**src/rtl/seven_seg_pkg.sv**
```systemverilog
// rtl/seven_seg_pkg.sv - shared types for the seven-segment scan controller
package seven_seg_pkg;
    localparam int N_DIGITS = 4;

    typedef logic [1:0] digit_idx_t;

    typedef enum logic {ST_BLANK, ST_DRIVE} scan_state_e;

    typedef struct packed {
        logic [15:0] val;
        logic [3:0]  dp;
        logic [3:0]  en;
    } disp_cfg_t;
endpackage

```
**src/rtl/refresh_tick_gen.sv**
```systemverilog
// rtl/refresh_tick_gen.sv - free-running slot divider with a wrap tick on its last count
module refresh_tick_gen #(
    parameter int REFRESH_DIV = 100_000
) (
    input  logic                           clk,
    input  logic                           rst,
    output logic [$clog2(REFRESH_DIV)-1:0] div_cnt,
    output logic                           wrap
);
    localparam int CW = $clog2(REFRESH_DIV);
    localparam logic [CW-1:0] LAST = CW'(REFRESH_DIV - 1);

    assign wrap = (div_cnt == LAST);

    always_ff @(posedge clk or posedge rst) begin
        if (rst) begin
            div_cnt <= '0;
        end else if (wrap) begin
            div_cnt <= '0;
        end else begin
            div_cnt <= div_cnt + 1'b1;
        end
    end
endmodule

```
**src/rtl/seven_seg_scan_ctrl.sv**
```systemverilog
// rtl/seven_seg_scan_ctrl.sv - 4-digit multiplexed display scanner with frame-synchronous updates
module seven_seg_scan_ctrl
    import seven_seg_pkg::*;
#(
    parameter int REFRESH_DIV  = 100_000,
    parameter int BLANK_CYCLES = 16
) (
    input  logic        clk,
    input  logic        rst,
    input  logic [15:0] value_i,
    input  logic        load_i,
    input  logic [3:0]  dp_en_i,
    input  logic [3:0]  digit_en_i,
    output logic [3:0]  hex_o,
    output logic        dp_o,
    output logic [3:0]  an_o,
    output logic [1:0]  digit_idx_o,
    output logic        frame_done_o
);
    localparam int CW = $clog2(REFRESH_DIV);

    logic [CW-1:0] div_cnt;
    logic          wrap;
    digit_idx_t    idx;
    scan_state_e   state;
    disp_cfg_t     shadow;
    disp_cfg_t     active;
    disp_cfg_t     in_cfg;
    logic          pending;
    logic          boundary;
    logic          in_blank;

    refresh_tick_gen #(
        .REFRESH_DIV(REFRESH_DIV)
    ) u_tick (
        .clk     (clk),
        .rst     (rst),
        .div_cnt (div_cnt),
        .wrap    (wrap)
    );

    assign in_cfg   = '{val: value_i, dp: dp_en_i, en: digit_en_i};
    assign boundary = wrap && (idx == digit_idx_t'(N_DIGITS - 1));
    // state tracks the phase of the current div_cnt, so outputs registered from it lag by one cycle
    assign in_blank = (state == ST_BLANK) && (BLANK_CYCLES != 0);

    always_ff @(posedge clk or posedge rst) begin
        if (rst) begin
            idx          <= '0;
            state        <= ST_BLANK;
            shadow       <= '0;
            active       <= '0;
            pending      <= 1'b0;
            hex_o        <= 4'h0;
            dp_o         <= 1'b1;
            an_o         <= 4'hF;
            digit_idx_o  <= 2'd0;
            frame_done_o <= 1'b0;
        end else begin
            if (load_i) begin
                shadow <= in_cfg;
            end
            // a load landing on the boundary itself bypasses the shadow
            if (boundary && load_i) begin
                active  <= in_cfg;
                pending <= 1'b0;
            end else if (boundary && pending) begin
                active  <= shadow;
                pending <= 1'b0;
            end else if (load_i) begin
                pending <= 1'b1;
            end

            if (wrap) begin
                idx <= idx + 1'b1;
            end

            case (state)
                ST_BLANK: if (wrap) state <= (BLANK_CYCLES == 0) ? ST_DRIVE : ST_BLANK;
                          else if (int'(div_cnt) >= BLANK_CYCLES - 1) state <= ST_DRIVE;
                ST_DRIVE: if (wrap) state <= (BLANK_CYCLES == 0) ? ST_DRIVE : ST_BLANK;
                default:  state <= ST_BLANK;
            endcase

            hex_o        <= active.val[{idx, 2'b00} +: 4];
            digit_idx_o  <= idx;
            frame_done_o <= boundary;
            if (in_blank) begin
                an_o <= 4'hF;
                dp_o <= 1'b1;
            end else begin
                an_o <= active.en[idx] ? ~(4'b0001 << idx) : 4'hF;
                dp_o <= ~(active.dp[idx] & active.en[idx]);
            end
        end
    end
endmodule
```
**config.mk**
```make
export PLATFORM = sky130hd
export DESIGN_NAME = seven_seg_scan_ctrl
export DESIGN_NICKNAME = d
export VERILOG_FILES = /design/src/rtl/seven_seg_pkg.sv /design/src/rtl/refresh_tick_gen.sv /design/src/rtl/seven_seg_scan_ctrl.sv
export SDC_FILE = /design/constraint.sdc
export NUM_CORES = 1
export LEC_CHECK = 0
export ABC_AREA = 1
export BUFFER_PORTS_ARGS = -buffer_cell sky130_fd_sc_hd__buf_4
export CAP_MARGIN = 20
export CORE_MARGIN = 10
export CORE_UTILIZATION = 35
export DETAILED_ROUTE_END_ITERATION = 10
export GPL_TIMING_DRIVEN = 1
export PLACE_DENSITY_LB_ADDON = 0.12
export RECOVER_POWER = 100
export SKIP_LAST_GASP = 1
export SLEW_MARGIN = 20
export SYNTH_ARGS = -nofsm -noshare
export SYNTH_HDL_FRONTEND = slang
export SYNTH_HIERARCHICAL = 1
export SYNTH_SLANG_ARGS = --single-unit
```
**constraint.sdc**
```tcl
create_clock -name clk -period 2.3 [get_ports clk]
set_input_delay 0.345 -clock clk [delete_from_list [all_inputs] [get_ports clk]]
set_output_delay 0.345 -clock clk [all_outputs]
set_load 0.03 [all_outputs]
```
==> summary.txt, run 1 <==
Critical path
  • Data arrival time of the critical path: 2.20 ns
  • Reg-to-reg setup timing slack: 0.31 ns
  • Critical path class: reg2reg
  • Critical Path Sink Type: register
  • Startpoint kind of the worst setup timing path: register
  • Critical Path Source: idx[0]
  • Top delay family on crit path: buffers and inverters
  • Critical Path, Cell by Cell: clkbuf_1 -> inv_1 -> ha_1 -> nand2_1 -> o21ai_0
  • Register-to-Register Path Depth: 5
  • Maximum fanout encountered on the critical timing path: 17
  • Buf/Inv on CP: 2
  • Critical path data required time: 2.51 ns
  • Startpoint of the most critical register-to-register path: idx[0]
  • Terminus of the critical flop-to-flop path: idx[1]
  • Max stage delay cell, worst path: sky130_fd_sc_hd__clkbuf_1
  • Peak per-stage delay on the critical path: 0.60 ns

Floorplanning
  • Height of the chip: 123 microns
  • Die X: 123 microns
  • Ports: 39
  • Starting utilization of the core area: 35.8%
  • Die footprint: 15100 sq um
  • Std-Cell Core Area: 10300 sq um
  • Number of placement rows: 37

CTS
  • Post CTS Setup Buffer Count: 0
  • Sinks on the clock net: 81
  • CTS root buffer: sky130_fd_sc_hd__clkbuf_8
  • Cts bufs inserted: 9
  • Clock latency reported for the late side of the worst-skew pair: 0.34 ns
  • H-Tree Depth: 3
  • TritonCTS clock tree: built
  • Post-cts repair resize count: 0
  • Clock edge transition at the registers on the reported setup and hold paths: 0.08 ns
  • Maximum buffer depth of the clock tree: 2

Routing
  • Number of antenna-violating nets in the routed design: 0
  • First-pass iteration count of the detailed router: 4
  • Drc violations: 0
  • Wire length per cell after detailed routing: 12.6 microns
  • Detailed-route via count: 2796
  • Via density per instance: 4.38
  • Initial drt markers: 137
  • Routed wire length: 8030 microns

Place
  • Routability cong.: 0.839
  • Number of placed cells counting well taps: 622
  • Port bufs: 38
  • Post-DP HPWL: 5770 microns

Logic synthesis
  • Mapped cell area: 3690 sq um
  • Top cells by area, synth: sky130_fd_sc_hd__dfrtp_1 51%, sky130_fd_sc_hd__nand2_1 14%, sky130_fd_sc_hd__inv_1 6.6%, sky130_fd_sc_hd__nor2_1 4.7%, sky130_fd_sc_hd__o21ai_0 3.8%
  • Synth top area share: 51.5%
  • Number of library cell types mapped by synthesis: 25
  • Largest area contributor in the synthesized netlist: sky130_fd_sc_hd__dfrtp_1
  • #FFs+latches synth: 81
  • Net count after synthesis: 489
  • Proportion of synthesized chip area in sequential cells: 55.0%
  • Synthesized area divided by synthesized cell count: 8.08 sq um
  • Cells after Synth: 457
  • Yosys warns: 6

Cells and area
  • Diodes inserted: 0
  • Final nets: 530
  • P&R area growth vs syn: 15.2%
  • Final Core Density: 41.2%
  • Share of cells above drive strength 1: 11.6%
  • Number of standard cells in the final layout excluding fillers: 638

Worst hold path
  • Cells on Worst Hold Path: 3
  • Sink of the worst hold path: shadow[23]
  • Hold path startpoint: value_i[15]
  • Type of the worst min-delay path: in2reg

GRT
  • Initial antenna violation count: 0
  • Wire length of the first global-routing pass: 13700 microns
  • GR Overflow Total: 0
  • Maximum number of pins on one net before global-route repair: 51
  • Total track usage: 11.3%
  • Via count of the first global-routing pass: 2745

Power
  • Worst VDD drop: 0.254 mV
  • Cell-internal power: 2.00 mW
  • Sw power: 0.645 mW
  • Power Dens Cells: 621 nW/um^2
  • Share of total power in combinational logic: 6.9%
  • Share of total power consumed by net switching: 24.4%
  • Fraction of power consumed by the clock network: 36.1%
  • Fraction of power consumed by sequential logic: 57.0%
  • Leakage power figure: 2.17 nW

Run status
  • Run status: completed

STA
  • Maximum clock frequency: 502 MHz
  • Final worst path period share: 86.6%
  • Endpoints failing hold: 0
  • Slew of the pin with the lowest slew margin: 0.837 ns
  • Worst setup skew after layout: 0.0161 ns
  • Unrepaired setup endpoints after global routing: no
  • Min cycle time layout: 1.99 ns
  • Hold Slack: 0.217 ns
  • Worst-case headroom to the max-slew limit: 44.1%
  • Max-slew violations: 0
  • Setup Viol. Count Final: 0
  • Post-Route Setup TNS: 0 ns

Job
  • Count of max-cap constraint violations: 0
power groups by stage:
stage / Clock [mW] / Combinational (mW) / Sequential (mW)
global placement: 0 / 0.195 / 1.54
global route: 1.06 / 0.216 / 1.51
floorplan: 0 / 0.108 / 1.54
finish: 0.954 / 0.183 / 1.51
detailed placement: 0 / 0.198 / 1.54
CTS: 0.996 / 0.200 / 1.51
what timing repair did:
| item | CTS | global route |
|---|---|---|
| hold buffers | 1 | 0 |
| endpoints found under the hold margin | 14 | 0 |
| endpoints found under the setup margin | 0 | 0 |
registers in the layout (all words and copies together), names as in the netlist:
signal          count
idx                 2
pending             1
state               1
dp_o                1
hex_o               4
frame_done_o        1
shadow             24
an_o                4
digit_idx_o         2
active             24
u_tick/div_cnt     17
layer usage:
layer / track usage [%] / wire, microns
met5: 0 / 0
met4: 3.98 / 91
met3: 2.53 / 356
met2: 15.8 / 3390
met1: 16.6 / 4190
final cells by class:
class / count / area [sq um]
repair buffers: 44 / 289
clock inverters: 4 / 28.8
multi-input cells: 292 / 1320
fillers: 1092 / 6070
clock buffers: 11 / 151
inverters: 70 / 263
well taps: 136 / 170
flip-flops and latches: 81 / 2030
Yosys cell counts:
cell	n
sky130_fd_sc_hd__nand2_1	142
sky130_fd_sc_hd__buf_2	5
sky130_fd_sc_hd__buf_6	1
sky130_fd_sc_hd__o22ai_1	1
sky130_fd_sc_hd__o21ai_1	13
sky130_fd_sc_hd__o21ai_0	28
sky130_fd_sc_hd__buf_4	4
sky130_fd_sc_hd__o211ai_1	4
sky130_fd_sc_hd__dfstp_2	5
sky130_fd_sc_hd__nand2_2	2
sky130_fd_sc_hd__or2_2	1
sky130_fd_sc_hd__nor3_1	1
sky130_fd_sc_hd__xor2_1	5
sky130_fd_sc_hd__a21oi_2	1
sky130_fd_sc_hd__clkbuf_1	4
sky130_fd_sc_hd__nor2_2	4
sky130_fd_sc_hd__inv_2	5
sky130_fd_sc_hd__dfrtp_1	76
sky130_fd_sc_hd__ha_1	5
sky130_fd_sc_hd__nand3_1	21
sky130_fd_sc_hd__nor2_4	1
sky130_fd_sc_hd__a21oi_1	13
sky130_fd_sc_hd__nand4_1	4
sky130_fd_sc_hd__inv_1	65
sky130_fd_sc_hd__nor2_1	46
cell families after synthesis:
logic type,share of synthesized area [%]
AND/OR/NAND/NOR,24.2
buffers and inverters,9.31
flip-flops,55.0
AO/OA/AOI/OAI,8.53
XOR/XNOR,1.19
adder cells (fa/ha/maj),1.69
through the flow:
stage	cell area (sq um)	setup WS (ns)	total power, mW
5_1_grt	4260	0.0448	2.79
2_1_floorplan	3690	0.365	1.65
3_3_place_gp	4140	0.419	1.73
6_report	4260	0.309	2.64
4_1_cts	4330	0.312	2.70
3_5_place_dp	4140	0.326	1.73
worst max path at each step:
| stage | slack (ns) | depth (start not counted) | endpoint |
|---|---|---|---|
| detailed placement | 0.33 | 12 | active[14] |
| floorplan | 0.37 | 1 | active[0] |
| global placement | 0.42 | 12 | active[14] |
| finish | 0.31 | 5 | idx[1] |
| CTS | 0.31 | 12 | active[14] |
| global route | 0.04 | 13 | active[21] |
placed cells by master (no fill, tap or decap):
cell / netlist / routed
sky130_fd_sc_hd__o22ai_1: 1 / 1
sky130_fd_sc_hd__o21ai_0: 28 / 36
sky130_fd_sc_hd__nor2_4: 1 / 1
sky130_fd_sc_hd__buf_12: 0 / 1
sky130_fd_sc_hd__dlygate4sd3_1: 0 / 1
sky130_fd_sc_hd__dfstp_2: 5 / 5
sky130_fd_sc_hd__clkbuf_4: 0 / 2
sky130_fd_sc_hd__clkinvlp_4: 0 / 2
sky130_fd_sc_hd__clkbuf_1: 4 / 15
sky130_fd_sc_hd__inv_1: 65 / 67
sky130_fd_sc_hd__or2_2: 1 / 1
sky130_fd_sc_hd__clkinv_4: 0 / 1
sky130_fd_sc_hd__nand2_2: 2 / 2
sky130_fd_sc_hd__o21ai_1: 13 / 5
sky130_fd_sc_hd__buf_4: 4 / 25
sky130_fd_sc_hd__nor2_2: 4 / 2
sky130_fd_sc_hd__nand3_1: 21 / 21
sky130_fd_sc_hd__nor2_1: 46 / 48
sky130_fd_sc_hd__o211ai_1: 4 / 4
sky130_fd_sc_hd__a21oi_4: 0 / 1
sky130_fd_sc_hd__dfrtp_1: 76 / 76
sky130_fd_sc_hd__a21oi_1: 13 / 13
sky130_fd_sc_hd__xor2_1: 5 / 5
sky130_fd_sc_hd__clkinv_2: 0 / 1
sky130_fd_sc_hd__inv_2: 5 / 3
sky130_fd_sc_hd__clkbuf_8: 0 / 11
sky130_fd_sc_hd__nand4_1: 4 / 4
sky130_fd_sc_hd__nand2_1: 142 / 142
sky130_fd_sc_hd__nor3_1: 1 / 1
sky130_fd_sc_hd__ha_1: 5 / 5
worst min-delay path: cells and delay by family:
kind	cells	cell delay, ns
compound gates	1	0.05
buf+inv	1	0.09
simple gates	1	0.04
Power figures use the tool's default switching activity.
==> run 2, diff against run 1 <==
--- a/config.mk
+++ b/config.mk
@@ -6,10 +6,10 @@
 export NUM_CORES = 1
 export LEC_CHECK = 0
 export ABC_AREA = 1
-export BUFFER_PORTS_ARGS = -buffer_cell sky130_fd_sc_hd__buf_4
+export BUFFER_PORTS_ARGS = -buffer_cell sky130_fd_sc_hd__buf_2
 export CAP_MARGIN = 20
 export CORE_MARGIN = 10
-export CORE_UTILIZATION = 35
+export CORE_UTILIZATION = 30
 export DETAILED_ROUTE_END_ITERATION = 10
 export GPL_TIMING_DRIVEN = 1
 export PLACE_DENSITY_LB_ADDON = 0.12
==> run 2 against run 1 <==
  * Cell count increased by 1.7%
  * Utilization decreased by 4.8 points
  * Flip-flop and latch count unchanged
  * Sequential share of layout area decreased by 1.3 points
  * Largest cell class unchanged
==> summary.txt, run 2 (synthesis results as in run 1) <==
Run status
  • Run status: completed

Cells and area
  • Post-route cell area: 4370 sq um (+2.7%)
  • Most frequent standard cell in the layout excluding fill and tap cells: sky130_fd_sc_hd__nand2_1
  • Diodes inserted: 0 (unchanged)
  • Register Area: 2030 sq um (unchanged)
  • Final Core Density: 36.4% (-4.8 points)
  • Leading registers by flop count: active x24, shadow x24, u_tick/div_cnt x17
  • Commonest non-fill, non-tap cells in the layout: 141 x sky130_fd_sc_hd__nand2_1, 76 x sky130_fd_sc_hd__dfrtp_1, 66 x sky130_fd_sc_hd__inv_1
  • P&R area growth vs syn: 18.3%
  • Number of standard cells in the final layout excluding fillers: 649 (+1.7%)
  • Layout filler cell count: 1287 (+18%)
  • Final nets: 529 (-0.19%)
  • Share of cells above drive strength 1: 12.2% (+0.60 points)
  • Area of combinational cells with multiple inputs: 1320 sq um (+0.19%)

Power
  • Power Dens Cells: 765 nW/um^2 (+23%)
  • Fraction of power consumed by the clock network: 49.7% (+14 points)
  • Sw power: 0.714 mW (+11%)
  • Leakage power figure: 2.22 nW (+2.6%)
  • Total power draw: 3.35 mW (+27%)
  • Share of total power consumed by net switching: 21.3% (-3.1 points)
  • Worst VDD drop: 0.321 mV (+27%)
  • Cell-internal power: 2.63 mW (+32%)
  • Fraction of power consumed by sequential logic: 45.2% (-12 points)
  • Share of total power in combinational logic: 5.1% (-1.8 points)

CTS
  • Clock latency reported for the late side of the worst-skew pair: 0.33 ns (about the same)
  • Post-cts repair resize count: 0 (unchanged)
  • Clock edge transition at the registers on the reported setup and hold paths: 0.06 ns (-0.02 ns)
  • Post CTS Setup Buffer Count: 0 (unchanged)
  • Cts bufs inserted: 9 (unchanged)
  • Maximum buffer depth of the clock tree: 2 (unchanged)
  • TritonCTS clock tree: built
  • Post-cts hold buffer count: 0 (-1)
  • H-Tree Depth: 3 (unchanged)
  • CTS root buffer: sky130_fd_sc_hd__clkbuf_16
  • Sinks on the clock net: 81 (unchanged)

GRT
  • Total track usage: 10.8% (-0.54 points)
  • Initial antenna violation count: 0 (unchanged)
  • Wire length of the first global-routing pass: 14500 microns (+5.7%)
  • Via count of the first global-routing pass: 2937 (+7.0%)
  • Maximum number of pins on one net before global-route repair: 49 (-3.9%)
  • GR Overflow Total: 0 (unchanged)

Place
  • DP Area: 4050 sq um (-2.1%)
  • Number of placed cells counting well taps: 632 (+1.6%)
  • Worst slack, placed: 0.259 ns (-0.0668 ns)
  • Post-DP HPWL: 5980 microns (+3.7%)
  • Port bufs: 38 (unchanged)
  • Routability cong.: 0.787 (-6.2%)

Floorplanning
  • Die footprint: 17200 sq um (+14%)
  • Number of placement rows: 40 (+8.1%)
  • Std-Cell Core Area: 12000 sq um (+16%)
  • Ports: 39 (unchanged)
  • Height of the chip: 131 microns (+6.7%)
  • Starting utilization of the core area: 30.8% (-5.0 points)
  • Die X: 131 microns (+6.7%)

Critical path
  • Reg-to-reg setup timing slack: 0.28 ns (-0.03 ns)
  • Max stage delay cell, worst path: sky130_fd_sc_hd__dfrtp_1
  • Critical Path Source: u_tick/div_cnt[0]
  • Startpoint kind of the worst setup timing path: register
  • Critical path data required time: 2.51 ns (about the same)
  • Critical Path Sink Type: register
  • Critical Path, Cell by Cell: ha_1 -> nand2_1 -> inv_2 -> nand2_1 -> nor2_2 -> nand2_1 -> inv_4 -> nand2_2 -> a21oi_4 -> buf_6 -> o21ai_0
  • Maximum fanout encountered on the critical timing path: 24 (+7)
  • Critical path capture point: active[15]
  • Terminus of the critical flop-to-flop path: active[15]
  • Data arrival time of the critical path: 2.23 ns (+0.03 ns)
  • Startpoint of the most critical register-to-register path: u_tick/div_cnt[0]
  • Crit path top cell by count: sky130_fd_sc_hd__nand2_1
  • Critical path class: reg2reg
  • Peak per-stage delay on the critical path: 0.40 ns (-0.20 ns)
  • Register-to-Register Path Depth: 11 (+6)

Routing
  • Drc violations: 0 (unchanged)
  • Initial drt markers: 131 (-4.4%)
  • Detailed-route via count: 2868 (+2.6%)
  • Number of antenna-violating nets in the routed design: 0 (unchanged)
  • Wire length per cell after detailed routing: 13.1 microns (+4.5%)
  • Routed wire length: 8530 microns (+6.3%)
  • First-pass iteration count of the detailed router: 4 (unchanged)
  • Via density per instance: 4.42 (+0.84%)

STA
  • Slew of the pin with the lowest slew margin: 0.948 ns (+0.111 ns)
  • Worst setup skew after layout: 0.00647 ns (-0.00966 ns)
  • Maximum clock frequency: 495 MHz (-1.4%)
  • Setup Viol. Count Final: 0 (unchanged)
  • Post-Route Setup TNS: 0 ns (unchanged)
  • Unrepaired setup endpoints after global routing: no
  • Hold Slack: 0.107 ns (-0.110 ns)
  • Final worst path period share: 87.8% (+1.2 points)
  • Min cycle time layout: 2.02 ns (+0.0286 ns)
  • Max-slew violations: 0 (unchanged)
  • Least setup slack across all paths after layout: 0.280 ns (-0.0286 ns)
  • Endpoints failing hold: 0 (unchanged)
  • Worst-case headroom to the max-slew limit: 36.8% (-7.3 points)

Worst hold path
  • Type of the worst min-delay path: in2async

Job
  • Count of max-cap constraint violations: 0 (unchanged)
==> run 2: cell types whose count changed in the layout (fill, tap and decap cells not counted), moves of 2 or more <==
cell | before | now
sky130_fd_sc_hd__buf_2 | 0 | 25
sky130_fd_sc_hd__buf_4 | 25 | 1
sky130_fd_sc_hd__clkbuf_8 | 11 | 1
sky130_fd_sc_hd__clkbuf_16 | 0 | 9
sky130_fd_sc_hd__bufinv_16 | 0 | 3
sky130_fd_sc_hd__clkbuf_4 | 2 | 0
sky130_fd_sc_hd__o21ai_0 | 36 | 34
sky130_fd_sc_hd__o21ai_1 | 5 | 7
==> run 2: cell type report <==
| type | count | share of cell area, % |
|---|---|---|
| clock inverters | 5 | 2.35 |
| repair buffers | 43 | 5.07 |
| inverters | 70 | 6.07 |
| flip-flops and latches | 81 | 46.5 |
| well taps | 147 | 4.21 |
| multi-input cells | 292 | 30.3 |
| clock buffers | 11 | 5.55 |
==> run 2: worst min-delay path by stage <==
stage                        endpoint  slack (ns)  depth (start not counted)
CTS                             state        0.04                          2
global route        u_tick/div_cnt[0]        0.17                          2
finish              u_tick/div_cnt[4]        0.11                          2
global placement           shadow[15]        0.39                          2
detailed placement              state        0.40                          2
floorplan           u_tick/div_cnt[0]        0.27                          1
==> run 2: worst max-delay path, delay by kind of cell (launching register included) <==
| family | cells | cell delay [ns] |
|---|---|---|
| AO/OA/AOI/OAI | 2 | 0.29 |
| AND/OR/NAND/NOR | 5 | 0.53 |
| flip-flops | 1 | 0.40 |
| buffers and inverters | 3 | 0.47 |
| adder cells (fa/ha/maj) | 1 | 0.21 |
==> run 2: layer usage <==
metal | part of all wire, % | vias up | GRT usage (%)
li1 | - | 1481 | -
met1 | 51 | 1345 | 14.5
met2 | 45 | 35 | 16.3
met3 | 2.6 | 7 | 2.94
met4 | 1.0 | 0 | 3.53
met5 | 0 | - | 0
==> run 2: power groups by stage <==
stage          Combinational, mW  Sequential (mW)  Clock [mW]
2_1_floorplan              0.108             1.54           0
5_1_grt                    0.207             1.52        1.79
3_3_place_gp               0.183             1.54           0
6_report                   0.172             1.51        1.66
3_5_place_dp               0.185             1.54           0
4_1_cts                    0.186             1.51        1.71
==> run 3, diff against run 2 <==
--- a/config.mk
+++ b/config.mk
@@ -5,7 +5,7 @@
 export SDC_FILE = /design/constraint.sdc
 export NUM_CORES = 1
 export LEC_CHECK = 0
-export ABC_AREA = 1
+export ABC_AREA = 0
 export BUFFER_PORTS_ARGS = -buffer_cell sky130_fd_sc_hd__buf_2
 export CAP_MARGIN = 20
 export CORE_MARGIN = 10
==> run 3 against run 2 <==
  * The flow now finishes with violations (capacitance limit, slew limit)
  * Largest cell class unchanged
  * Critical path type unchanged
  * Non-clock buffer count up 1
  * Die area down 4.8%
  * Global-route usage down 2.0 points
==> summary.txt, run 3 <==
Run status
  • Run status: finished with violations
  • Violations in the final reports: capacitance limit, slew limit

Place
  • Post-DP HPWL: 4520 microns (-24%)
  • Routability cong.: 0.726 (-7.7%)
  • Port bufs: 38 (unchanged)
  • Number of placed cells counting well taps: 421 (-33%)
  • Worst slack, placed: 0.228 ns (-0.0311 ns)
  • DP Area: 3840 sq um (-5.1%)

STA
  • Max-slew violations: 65 (+65)
  • Least setup slack across all paths after layout: 0.217 ns (-0.0632 ns)
  • Maximum clock frequency: 480 MHz (-3.0%)
  • Worst-case headroom to the max-slew limit: -3.09% (-40 points)
  • Final worst path period share: 90.6% (+2.7 points)
  • Setup Viol. Count Final: 0 (unchanged)
  • Unrepaired setup endpoints after global routing: no
  • Post-Route Setup TNS: 0 ns (unchanged)
  • Slew of the pin with the lowest slew margin: 1.55 ns (+0.598 ns)
  • Endpoints failing hold: 0 (unchanged)
  • Min cycle time layout: 2.08 ns (+0.0632 ns)
  • Worst setup skew after layout: 0.0106 ns (+0.00408 ns)

GRT
  • Wire length of the first global-routing pass: 11300 microns (-22%)
  • GR Overflow Total: 0 (unchanged)
  • Maximum number of pins on one net before global-route repair: 65 (+33%)
  • Initial antenna violation count: 0 (unchanged)
  • Via count of the first global-routing pass: 2143 (-27%)
  • Total track usage: 8.73% (-2.0 points)

Power
  • Share of total power in combinational logic: 4.0% (-1.1 points)
  • Share of total power consumed by net switching: 20.9% (-0.44 points)
  • Sw power: 0.653 mW (-8.4%)
  • Worst VDD drop: 0.367 mV (+14%)
  • Power Dens Cells: 770 nW/um^2 (+0.62%)
  • Cell-internal power: 2.47 mW (-6.0%)
  • Leakage power figure: 1.86 nW (-16%)
  • Fraction of power consumed by the clock network: 48.8% (-0.9 points)
  • Fraction of power consumed by sequential logic: 47.3% (+2.1 points)

Floorplanning
  • Die X: 128 microns (-2.4%)
  • Std-Cell Core Area: 11400 sq um (-4.9%)
  • Ports: 39 (unchanged)
  • Number of placement rows: 39 (-2.5%)
  • Starting utilization of the core area: 30.5% (-0.24 points)
  • Die footprint: 16300 sq um (-4.8%)
  • Height of the chip: 128 microns (-2.4%)

Routing
  • Met2 wire length: 3020 microns (-22%)
  • Detailed-route via count: 2011 (-30%)
  • First-pass iteration count of the detailed router: 4 (unchanged)
  • Wire length on met1: 3120 microns (-29%)
  • Wire length per cell after detailed routing: 15.3 microns (+16%)
  • Initial drt markers: 114 (-13%)
  • Via density per instance: 4.61 (+4.4%)
  • Routed wire length on met3: 408 microns (+86%)
  • Number of antenna-violating nets in the routed design: 0 (unchanged)
  • Drc violations: 0 (unchanged)
  • Routed wire length: 6680 microns (-22%)
  • DR top layer: met4

Cells and area
  • Most frequent standard cell in the layout excluding fill and tap cells: sky130_fd_sc_hd__dfrtp_1
  • Commonest non-fill, non-tap cells in the layout: 76 x sky130_fd_sc_hd__dfrtp_1, 25 x sky130_fd_sc_hd__mux2_2, 24 x sky130_fd_sc_hd__buf_2
  • Final nets: 321 (-39%)
  • Number of standard cells in the final layout excluding fillers: 436 (-33%)
  • Diodes inserted: 0 (unchanged)
  • Post-route cell area: 4060 sq um (-7.1%)
  • Leading registers by flop count: active x24, shadow x24, u_tick/div_cnt x17
  • Share of cells above drive strength 1: 27.3% (+15 points)
  • Layout filler cell count: 1146 (-11%)
  • P&R area growth vs syn: 16.6%

Logic synthesis
  • Most frequent cells after synthesis: 76 x sky130_fd_sc_hd__dfrtp_1, 30 x sky130_fd_sc_hd__mux2_2, 18 x sky130_fd_sc_hd__nand2_1
  • Top flip-flop cell by instance count after synthesis: sky130_fd_sc_hd__dfrtp_1
  • Number of synthesized flops with an enable pin: 0 (unchanged)
  • Proportion of synthesized chip area in sequential cells: 58.3% (+3.3 points)
  • #FFs+latches synth: 81 (unchanged)
  • Synth top area share: 54.6% (+3.1 points)
  • Yosys warns: 6 (unchanged)
  • FFs w/ async S/R, synth: 100% (unchanged)
  • Top-count cell post-synth: sky130_fd_sc_hd__dfrtp_1
  • Largest area contributor in the synthesized netlist: sky130_fd_sc_hd__dfrtp_1
  • Net count after synthesis: 276 (-44%)
  • Cells after Synth: 244 (-47%)
  • Synthesized area divided by synthesized cell count: 14.3 sq um (+77%)
  • Top cells by area, synth: sky130_fd_sc_hd__dfrtp_1 55%, sky130_fd_sc_hd__mux2_2 9.7%, sky130_fd_sc_hd__mux2_4 4.7%, sky130_fd_sc_hd__dfstp_2 3.8%, sky130_fd_sc_hd__mux4_1 3.8%
  • Number of library cell types mapped by synthesis: 35 (+40%)
  • Mapped cell area: 3480 sq um (-5.7%)

Worst hold path
  • Type of the worst min-delay path: in2async

CTS
  • H-Tree Depth: 3 (unchanged)
  • Clock latency reported for the late side of the worst-skew pair: 0.34 ns (about the same)
  • Post CTS Setup Buffer Count: 0 (unchanged)
  • Post-cts hold buffer count: 0 (unchanged)
  • Cts bufs inserted: 9 (unchanged)
  • TritonCTS clock tree: built
  • Maximum buffer depth of the clock tree: 2 (unchanged)
  • CTS root buffer: sky130_fd_sc_hd__clkbuf_16
  • Post-cts repair resize count: 0 (unchanged)
  • Clock edge transition at the registers on the reported setup and hold paths: 0.06 ns (about the same)
  • Sinks on the clock net: 81 (unchanged)

Critical path
  • Critical path class: reg2reg
  • Critical Path Sink Type: register
  • Startpoint kind of the worst setup timing path: register
  • Data arrival time of the critical path: 2.29 ns (+0.06 ns)
  • Maximum fanout encountered on the critical timing path: 31 (+29%)
  • Critical path data required time: 2.51 ns (about the same)

Job
  • Count of max-cap constraint violations: 1 (+1)
-- run 3: changes by cell type in the layout (fill, tap and decap cells not counted), sizes merged, moves of 6 or more --
cell	before	now
inv	70	6
nand3	21	6
nand2	144	18
xnor2	0	11
nor2	51	13
mux2i	0	7
mux2	0	41
mux4	0	6
o21ai	41	8
a21oi	14	0
-- run 3: critical path: stages, from the launching register on --
cell	delay [ns]
sky130_fd_sc_hd__dfrtp_1	0.40
sky130_fd_sc_hd__ha_1	0.23
sky130_fd_sc_hd__nand3_1	0.13
sky130_fd_sc_hd__nor2_1	0.21
sky130_fd_sc_hd__and4_1	0.28
sky130_fd_sc_hd__o211ai_1	0.10
sky130_fd_sc_hd__buf_4	0.29
sky130_fd_sc_hd__mux2_2	0.31
-- run 3: cell families after synthesis --
logic type	share of synthesized area, %
and+or+nand+nor	10.3
muxes	20.9
xor gates and xnor gates	4.02
AOI/OAI and AO/OA	1.69
adders and majority gates	1.80
DFF	58.3
buffers and inverters	2.98
-- run 3: final cells by class --
type	count	area, sq um	area share, %
Multi-Input combinational cell	147	1290	31.8
Tap cell	143	179	4.41
Timing Repair Buffer	44	218	5.36
Inverter	6	22.5	0.555
Clock inverter	6	92.6	2.28
Sequential cell	81	2030	50.1
Clock buffer	9	225	5.55
-- run 3: final timing paths --
| path | cells past startpoint | end | startpoint | slack, ns |
|---|---|---|---|---|
| min in group clk | 2 | shadow[9] | value_i[1] | 0.25 |
| max in group asynchronous | 3 | hex_o[2] | rst | 0.84 |
| setup / recovery | 7 | active[13] | u_tick/div_cnt[0] | 0.22 |
| setup reg to reg | 7 | active[13] | u_tick/div_cnt[0] | 0.22 |
| hold reg to reg | 2 | active[20] | active[20] | 0.47 |
| hold / removal | 2 | u_tick/div_cnt[1] | rst | 0.11 |
-- run 3: power by group through the flow --
stage	Combinational, mW	Clock, mW	Sequential [mW]
floorplan	0.103	0	1.50
CTS	0.153	1.58	1.48
global placement	0.152	0	1.51
detailed placement	0.152	0	1.51
global route	0.143	1.65	1.48
finish	0.124	1.53	1.48
-- run 3: per-layer routing --
layer  global-route usage [%]  vias to the layer above
met2                     12.5                       40
met4                     3.64                        0
met3                     3.56                        9
li1                         -                      955
met1                     11.4                     1007
met5                        0                        -
-- run 3: per-stage QoR --
step	util [%]	power (mW)	hold WS [ns]
floorplan	-	1.61	0.271
global placement	33.7	1.66	0.458
global route	35.6	3.27	0.179
finish	35.6	3.13	0.114
CTS	36.4	3.21	0.0899
detailed placement	33.7	1.66	0.453
